**config.mk**
```make
export PLATFORM = sky130hd
export DESIGN_NAME = array_mac_seq_flat
export DESIGN_NICKNAME = d
export VERILOG_FILES = /design/src/rtl/array_mac_seq_if.sv /design/src/rtl/array_mac_seq.sv /design/src/flat_wrapper.sv
export SDC_FILE = /design/constraint.sdc
export NUM_CORES = 1
export LEC_CHECK = 0
export ABC_CLOCK_PERIOD_IN_PS = 10200
export CAP_MARGIN = 20
export CORE_MARGIN = 4
export CORE_UTILIZATION = 48
export CTS_CLUSTER_DIAMETER = 30
export CTS_CLUSTER_SIZE = 8
export DETAILED_ROUTE_END_ITERATION = 10
export GPL_ROUTABILITY_DRIVEN = 1
export HOLD_SLACK_MARGIN = 0.15
export PLACE_DENSITY = 0.82
export SLEW_MARGIN = 20
export SYNTH_ARGS = -nofsm -noshare
export SYNTH_HDL_FRONTEND = slang
export SYNTH_SLANG_ARGS = --single-unit
```
**constraint.sdc**
```tcl
create_clock -name clk -period 10.2 [get_ports clk]
set_input_delay 2.55 -clock clk [delete_from_list [all_inputs] [get_ports clk]]
set_output_delay 2.55 -clock clk [all_outputs]
set_load 0.02 [all_outputs]
```
**src/rtl/array_mac_seq_if.sv**
```systemverilog
// Start/busy/done bus of the sequential vector reduction engine.
//
// Handshake: start is sampled only while the engine is idle (busy=0) and
// launches one operation on the operands/mode present at that edge. busy
// stays high for the whole reduction. done pulses for exactly one cycle when
// sum takes the new result. start while busy is dropped, not queued. start
// during the done cycle is accepted, giving back-to-back operation.
interface array_mac_seq_if #(
  parameter int N = 10,
  parameter int W = 8
);
  localparam int OUT_W = 2 * W + $clog2(N);

  logic             start;
  logic [1:0]       mode;
  logic [N*W-1:0]   num1;
  logic [N*W-1:0]   num2;
  logic             busy;
  logic             done;
  logic [OUT_W-1:0] sum;
  logic             state_dbg;  // 0 = IDLE, 1 = RUN

  modport master (
    output start, mode, num1, num2,
    input  busy, done, sum, state_dbg
  );

  modport slave (
    input  start, mode, num1, num2,
    output busy, done, sum, state_dbg
  );
endinterface

```
**src/rtl/array_mac_seq.sv**
```systemverilog
// Sequential vector reduction: latches two N-element vectors on start and
// reduces LANES element pairs per clock as sum, dot product or SAD.
module array_mac_seq #(
  parameter int N     = 10,
  parameter int W     = 8,
  parameter int LANES = 1
) (
  input  logic          clk,
  input  logic          res,
  array_mac_seq_if.slave bus
);

  localparam int OUT_W = 2 * W + $clog2(N);
  // Index must hold idx+LANES, which can exceed N on the last pass.
  localparam int IDX_W = $clog2(N + LANES + 1);
  localparam logic [IDX_W-1:0] N_I     = IDX_W'(N);
  localparam logic [IDX_W-1:0] LANES_I = IDX_W'(LANES);

  typedef enum logic {IDLE = 1'b0, RUN = 1'b1} state_t;

  state_t           state_q, state_d;
  logic [N*W-1:0]   a_q, a_d;
  logic [N*W-1:0]   b_q, b_d;
  logic [1:0]       mode_q, mode_d;
  logic [OUT_W-1:0] acc_q, acc_d;
  logic [IDX_W-1:0] idx_q, idx_d;
  logic [OUT_W-1:0] sum_q, sum_d;
  logic             done_q, done_d;
  logic [OUT_W-1:0] lane_sum;
  logic             last_pass;

  // Per-cycle contribution of the LANES element pairs starting at idx;
  // lanes past the end of the vector contribute nothing.
  always_comb begin
    logic [IDX_W-1:0] j;
    logic [W-1:0]     ea;
    logic [W-1:0]     eb;
    logic [OUT_W-1:0] f;
    lane_sum = '0;
    for (int l = 0; l < LANES; l++) begin
      j  = idx_q + IDX_W'(l);
      ea = '0;
      eb = '0;
      f  = '0;
      if (j < N_I) begin
        ea = a_q[int'(j)*W +: W];
        eb = b_q[int'(j)*W +: W];
        case (mode_q)
          2'b00:   f = OUT_W'(ea) + OUT_W'(eb);
          2'b01:   f = OUT_W'(ea) * OUT_W'(eb);
          2'b10:   f = (ea >= eb) ? OUT_W'(ea - eb) : OUT_W'(eb - ea);
          default: f = '0;
        endcase
      end
      lane_sum = lane_sum + f;
    end
  end

  assign last_pass = (idx_q + LANES_I) >= N_I;

  // Next-state and datapath control for the IDLE/RUN sequencer.
  always_comb begin
    state_d = state_q;
    a_d     = a_q;
    b_d     = b_q;
    mode_d  = mode_q;
    acc_d   = acc_q;
    idx_d   = idx_q;
    sum_d   = sum_q;
    done_d  = 1'b0;
    case (state_q)
      IDLE: begin
        if (bus.start) begin
          a_d     = bus.num1;
          b_d     = bus.num2;
          mode_d  = bus.mode;
          acc_d   = '0;
          idx_d   = '0;
          state_d = RUN;
        end
      end
      RUN: begin
        acc_d = acc_q + lane_sum;
        idx_d = idx_q + LANES_I;
        if (last_pass) begin
          sum_d   = acc_q + lane_sum;
          done_d  = 1'b1;
          state_d = IDLE;
        end
      end
      default: state_d = IDLE;
    endcase
  end

  // State and datapath registers; reset aborts any operation silently.
  always_ff @(posedge clk or negedge res) begin
    if (!res) begin
      state_q <= IDLE;
      a_q     <= '0;
      b_q     <= '0;
      mode_q  <= '0;
      acc_q   <= '0;
      idx_q   <= '0;
      sum_q   <= '0;
      done_q  <= 1'b0;
    end else begin
      state_q <= state_d;
      a_q     <= a_d;
      b_q     <= b_d;
      mode_q  <= mode_d;
      acc_q   <= acc_d;
      idx_q   <= idx_d;
      sum_q   <= sum_d;
      done_q  <= done_d;
    end
  end

  assign bus.busy      = (state_q == RUN);
  assign bus.done      = done_q;
  assign bus.sum       = sum_q;
  assign bus.state_dbg = state_q;

endmodule

```
**src/flat_wrapper.sv**
```systemverilog
// flat-port wrapper written by rule: the top's interface ports become plain ports
module array_mac_seq_flat 
#(
  parameter int N     = 10,
  parameter int W     = 8,
  parameter int LANES = 1
)
  (clk, res, bus_start, bus_mode, bus_num1, bus_num2, bus_busy, bus_done, bus_sum, bus_state_dbg);
  array_mac_seq_if #(.N(N), .W(W)) bus_i ();
  input  logic clk;
  input  logic res;
  input wire logic [$bits(bus_i.start)-1:0] bus_start;
  input wire logic [$bits(bus_i.mode)-1:0] bus_mode;
  input wire logic [$bits(bus_i.num1)-1:0] bus_num1;
  input wire logic [$bits(bus_i.num2)-1:0] bus_num2;
  output wire logic [$bits(bus_i.busy)-1:0] bus_busy;
  output wire logic [$bits(bus_i.done)-1:0] bus_done;
  output wire logic [$bits(bus_i.sum)-1:0] bus_sum;
  output wire logic [$bits(bus_i.state_dbg)-1:0] bus_state_dbg;
  assign bus_i.start = bus_start;
  assign bus_i.mode = bus_mode;
  assign bus_i.num1 = bus_num1;
  assign bus_i.num2 = bus_num2;
  assign bus_busy = bus_i.busy;
  assign bus_done = bus_i.done;
  assign bus_sum = bus_i.sum;
  assign bus_state_dbg = bus_i.state_dbg;
  array_mac_seq #(.N(N), .W(W), .LANES(LANES)) u_core (.clk(clk), .res(res), .bus(bus_i));
endmodule
```
==> results.txt, run 1 <==
CP startpoint = u_core.idx_q[1]
Layout area overhead = 26.7%
Post-cts sizing count = 0
Routed WL = 34400 microns
Die Ht = 173 microns
Largest family of logic cells by synthesized area = multiplexers
CTS max path bufs = 3
H-tree Lvls = 2
Port buffer count = 187
Async set or reset register ratio after synthesis = 100%
Worst-path clk slew = 0.05 ns
Buf/Inv on CP = 4
Critical path's most frequent cell = fa_1
Worst R2R End = u_core.bus.sum[18]
Fmax = 121 MHz
WS Path Type = flip-flop to flip-flop
Period utilization = 80.9%
Synth Area in Adders = 13.9%
Setup violations, final = 0
Max-slew violation total from the final report = 0
CTS hold repair buffers = 0
Simple-gate share of the synthesized area = 5.18%
Clock Latency Late Sink = 0.54 ns
Rel. slew slack = 36.5%
Minimum clock period = 8.25 ns
Total track usage = 23.0%
Worst R2R Start = u_core.idx_q[1]
FF-to-FF path depth = 27
I/O pin total = 188
Die W = 173 microns
Most common cell in the netlist = dfrtp_1
Slew @ Worst Pin = 0.953 ns
Root Buffer = clkbuf_16
Dpl hpwl = 25400 microns
Main synth FF type = dfrtp_1
Ys Warns = 0
Post-synth EDFFs = 0
CP startpoint kind = flip-flop
Crit path depth = 27
# Max-Cap Violations = 0
Dominant cells by area after synthesis = dfrtp_1, mux2_2, ha_1
Worst EP required = 10.61 ns
Mapped Area = 13100 sq um
Flop2flop setup slack = 1.95 ns
DR vias = 9531
Yosys reg bits = 208
Sequential share of the synthesized area = 39.7%
Setup Skew = 0.0461 ns
Unrepaired setup endpoints after global routing = false
Global-route wire length before repair = 55700 microns
CTS Sinks = 208
Synthesized Nets = 1383
Top cell type's share of synthesized area = 39.7%
Post-synthesis xor/xnor area fraction = 2.73%
Row count = 60
CTS buffer count = 40
Top post-synthesis cells by count = dfrtp_1, mux2_2, inv_1, nor2_1, ha_1
Fin. Hold Viols = 0
Cell taking the most area after synthesis = dfrtp_1
Library cells used by synthesis = 65
Grt ovf = 0
CP endpoint kind = flip-flop
Syn Area/Cell = 11.9 sq um
Gp weighted congestion = 0.969
Status = completed
Fraction of synthesized area in multiplexers = 22.7%
Antenna Nets Post-Route = 0
Final design utilization = 61.7%
Post-CTS setup buffers = 0
Worst Hold Class = flip-flop to flip-flop
Share of layout cells above drive strength 1 = 25.3%
Critical Path Max Stage Delay = 0.68 ns
CTS tree = yes
Critical path's slowest cell = dfrtp_2
Vias in the first global route = 10200
TNS Setup = 0 ns
Initial core utilization = 48.7%
Hold path start = u_core.idx_q[3]
CP endpoint = u_core.bus.sum[18]
ANT cells = 0
Via density = 5.76
Die ar. = 30000 sq um
Initial DRT Pass Iterations = 5
Core area = 26900 sq um
CP Max Fanout = 20
Crit-path leading delay family = adder cells
Final Net Count = 1575
Crit path DAT = 8.67 ns
Largest net degree at the start of global routing = 161
# DRC = 0
Cell count after synthesis = 1097
Initial antenna violation count = 0
Synth Area in Compound Gates = 11.6%
Routed len/inst = 20.8 microns
Initial DRC Count = 672
==> how the worst min path moves through the flow <==
stage                            to  slack, ns  cells past startpoint
floorplan           u_core.idx_q[3]       0.45                      2
global placement    u_core.idx_q[3]       0.46                      2
detailed placement  u_core.idx_q[3]       0.48                      2
CTS                 u_core.idx_q[3]       0.50                      2
global route         u_core.b_q[22]       0.51                      1
finish              u_core.idx_q[3]       0.49                      2
==> flip-flops by register name, indices dropped and copies added (netlist names) <==
name             cells
u_core.bus.busy      1
u_core.bus.sum      20
u_core.acc_q        20
u_core.idx_q         4
u_core.bus.done      1
u_core.a_q          80
u_core.mode_q        2
u_core.b_q          80
==> placed cells by master (no fill, tap or decap), types with 16 or more instances in the layout <==
master	Yosys	layout
fa_1	40	40
a21oi_1	49	49
nor2_1	82	82
a22oi_1	16	16
xnor2_1	24	24
nand2_1	38	38
clkbuf_16	0	40
ha_1	81	81
mux2_2	195	195
mux4_2	32	32
o21ai_0	30	30
a22o_1	18	18
clkdlybuf4s50_1	0	186
inv_1	82	82
dfrtp_1	208	206
a21o_1	19	19
==> routing by layer <==
metal  routed length [microns]  GRT usage, %  up-vias  share of wire, %
li1                          -             -     4302                 -
met1                     14600          30.2     4823                42
met2                     16500          37.7      333                48
met3                      2280          5.66       73               6.6
met4                      1050          7.48        0               3.1
met5                         0             0        -                 0
==> per-stage QoR <==
stage | cells | hold WS, ns | area [sq um] | worst slack [ns]
floorplan | 1097 | 0.449 | 13100 | 2.61
global placement | 1588 | 0.463 | 15300 | 2.14
detailed placement | 1588 | 0.484 | 15300 | 2.06
CTS | 1655 | 0.501 | 16600 | 2.03
global route | 1655 | 0.510 | 16600 | 1.35
finish | 1655 | 0.495 | 16600 | 1.95
==> worst min-delay path, cell delays in order, from the launching register on <==
cell	delay, ns
dfrtp_1	0.35
nand2_1	0.05
o21ai_0	0.06
==> final cells by class <==
class / count / area (sq um)
clock buffer: 50 / 1080
clock inverter: 17 / 221
fill: 2042 / 10300
inverter: 83 / 312
multi-input combinational: 757 / 7360
sequential: 208 / 5210
tap: 341 / 427
timing repair buffer: 199 / 1980
==> cell families after synthesis <==
kind of cell / Yosys count
AOI/OAI and AO/OA: 206
muxes: 233
DFF: 208
buffers and inverters: 132
and+or+nand+nor: 157
xor gates and xnor gates: 40
adders and majority gates: 121
Power of run 1 is left out: the tool's default activity adds up to more than one toggle a clock period on the data nets, which glitch-free logic cannot reach.
==> inputs of run 2 (changes only) <==
--- a/config.mk
+++ b/config.mk
@@ -5,7 +5,7 @@
 export SDC_FILE = /design/constraint.sdc
 export NUM_CORES = 1
 export LEC_CHECK = 0
-export ABC_CLOCK_PERIOD_IN_PS = 10200
+export ABC_CLOCK_PERIOD_IN_PS = 8400
 export CAP_MARGIN = 20
 export CORE_MARGIN = 4
 export CORE_UTILIZATION = 48
==> constraint.sdc (replaced) <==
create_clock -name clk -period 8.4 [get_ports clk]
set_input_delay 2.1 -clock clk [delete_from_list [all_inputs] [get_ports clk]]
set_output_delay 2.1 -clock clk [all_outputs]
set_load 0.02 [all_outputs]
==> run 2 against run 1 <==
Critical path depth down 1; non-clock buffer count up 13; worst setup slack worse by 1.5 ns; design area up 2.7%; sequential cell count unchanged; critical endpoint unchanged.
==> results.txt, run 2 (synthesis gave the netlist of run 1 again) <==
Final Net Count = 1593 (+1.1%)
DP Area = 15400 sq um (+0.69%)
CP startpoint kind = flip-flop
CP endpoint kind = flip-flop
Antenna Nets Post-Route = 0 (unchanged)
CTS Sinks = 208 (unchanged)
Rel. slew slack = 37.5% (+1.1 points)
Root Buffer = clkbuf_16
Area of the multi-input gates = 7400 sq um (+0.49%)
Die ar. = 30000 sq um (unchanged)
Worst Hold Class = flip-flop to flip-flop
I/O pin total = 188 (unchanged)
Initial DRC Count = 760 (+13%)
H-tree Lvls = 2 (unchanged)
Crit path DAT = 8.41 ns (-0.26 ns)
Fmax = 125 MHz (+3.3%)
CTS max path bufs = 3 (unchanged)
Initial antenna violation count = 0 (unchanged)
Setup Skew = 0.0364 ns (-0.00976 ns)
Vias in the first global route = 10500 (+2.8%)
Core area = 26900 sq um (unchanged)
Status = completed
DR vias = 9667 (+1.4%)
Initial DRT Pass Iterations = 5 (unchanged)
Grt ovf = 0 (unchanged)
Layout area overhead = 30.1%
Slew @ Worst Pin = 0.937 ns (-0.0161 ns)
Finished Cell Area = 17000 sq um (+2.7%)
TNS Setup = 0 ns (unchanged)
Largest net degree at the start of global routing = 161 (unchanged)
WS Path Type = flip-flop to flip-flop
Routed len/inst = 21.2 microns (+1.8%)
# Max-Cap Violations = 0 (unchanged)
Gp weighted congestion = 0.910 (-6.1%)
Period utilization = 95.1% (+14 points)
Share of layout cells above drive strength 1 = 26.9% (+1.6 points)
Critical path's slowest cell = dfrtp_4
Critical path's most frequent cell = fa_1
Fin. Hold Viols = 0 (unchanged)
ANT cells = 0 (unchanged)
Minimum clock period = 7.99 ns (-0.266 ns)
Row count = 60 (unchanged)
Total track usage = 23.5% (+0.52 points)
Register area = 5210 sq um (about the same)
Dpl hpwl = 25200 microns (-1.0%)
CP Max Fanout = 13 (-35%)
Max-slew violation total from the final report = 0 (unchanged)
Worst-path clk slew = 0.05 ns (about the same)
Crit-path leading delay family = adder cells
Port buffer count = 187 (unchanged)
# fillers = 1940 (-5.0%)
Initial core utilization = 48.7% (unchanged)
Worst EP required = 8.82 ns (-1.79 ns)
# DRC = 0 (unchanged)
Buf/Inv on CP = 3 (-1)
Global-route wire length before repair = 57100 microns (+2.6%)
Unrepaired setup endpoints after global routing = false
Clock Latency Late Sink = 0.54 ns (about the same)
Die Ht = 173 microns (unchanged)
Die W = 173 microns (unchanged)
Via density = 5.74 (-0.32%)
Setup violations, final = 0 (unchanged)
Most common cell after layout, fill and taps aside = dfrtp_1
Routed WL = 35700 microns (+3.6%)
CTS tree = yes
Commonest cells after routing, fill and taps aside = dfrtp_1, mux2_2, clkdlybuf4s50_1
Regs by FF count = u_core.a_q (80), u_core.b_q (80)
Critical Path Max Stage Delay = 0.56 ns (-0.12 ns)
CTS buffer count = 45 (+13%)
==> run 2: tightest hold or removal path: cells and delay by family (launching register included) <==
kind | cells | cell delay (ns)
compound gates | 1 | 0.06
flops | 1 | 0.35
simple gates | 1 | 0.05
==> run 2: final cells by class <==
type | instances | area share (%)
clock buffer | 59 | 7.27
tap | 341 | 2.50
timing repair buffer | 212 | 12.4
clock inverter | 24 | 2.01
sequential | 208 | 30.6
inverter | 83 | 1.83
multi-input combinational | 757 | 43.4
==> run 2: worst paths after layout <==
check                      depth (start not counted)             from            endpoint  slack, ns
min reg2reg                                        2  u_core.acc_q[2]     u_core.acc_q[2]       0.50
min                                                2  u_core.acc_q[2]     u_core.acc_q[2]       0.50
max in group asynchronous                          2              res      u_core.a_q[32]       5.29
min in group asynchronous                          1              res    u_core.acc_q[17]       1.66
max reg2reg                                       26  u_core.idx_q[0]  u_core.bus.sum[18]       0.41
max                                               26  u_core.idx_q[0]  u_core.bus.sum[18]       0.41
==> run 2: metal layers <==
layer / part of all wire (%) / track usage, % / vias to the layer above
met2: 49 / 39.7 / 399
met1: 41 / 30.3 / 4843
met5: 0 / 0 / -
li1: - / - / 4360
met4: 2.5 / 6.32 / 0
met3: 7.5 / 6.06 / 65
==> run 2: repair_timing <==
item / in CTS / in global routing
buffers inserted: 0 / 4
hold buffers: 0 / 0
gates resized for setup: 0 / 6
endpoints found under the setup margin: 0 / 14
==> run 2: stage by stage <==
stage	util, %	hold WS (ns)	cells	setup WS, ns
after global routing	63.4	0.514	1684	0.00398
after CTS	63.2	0.500	1680	0.169
final	63.4	0.498	1684	0.413
after floorplan	-	0.449	1097	0.806
after global placement	57.3	0.475	1597	0.463
after detailed placement	57.3	0.488	1597	0.243
Power of run 2 is left out for the same reason.
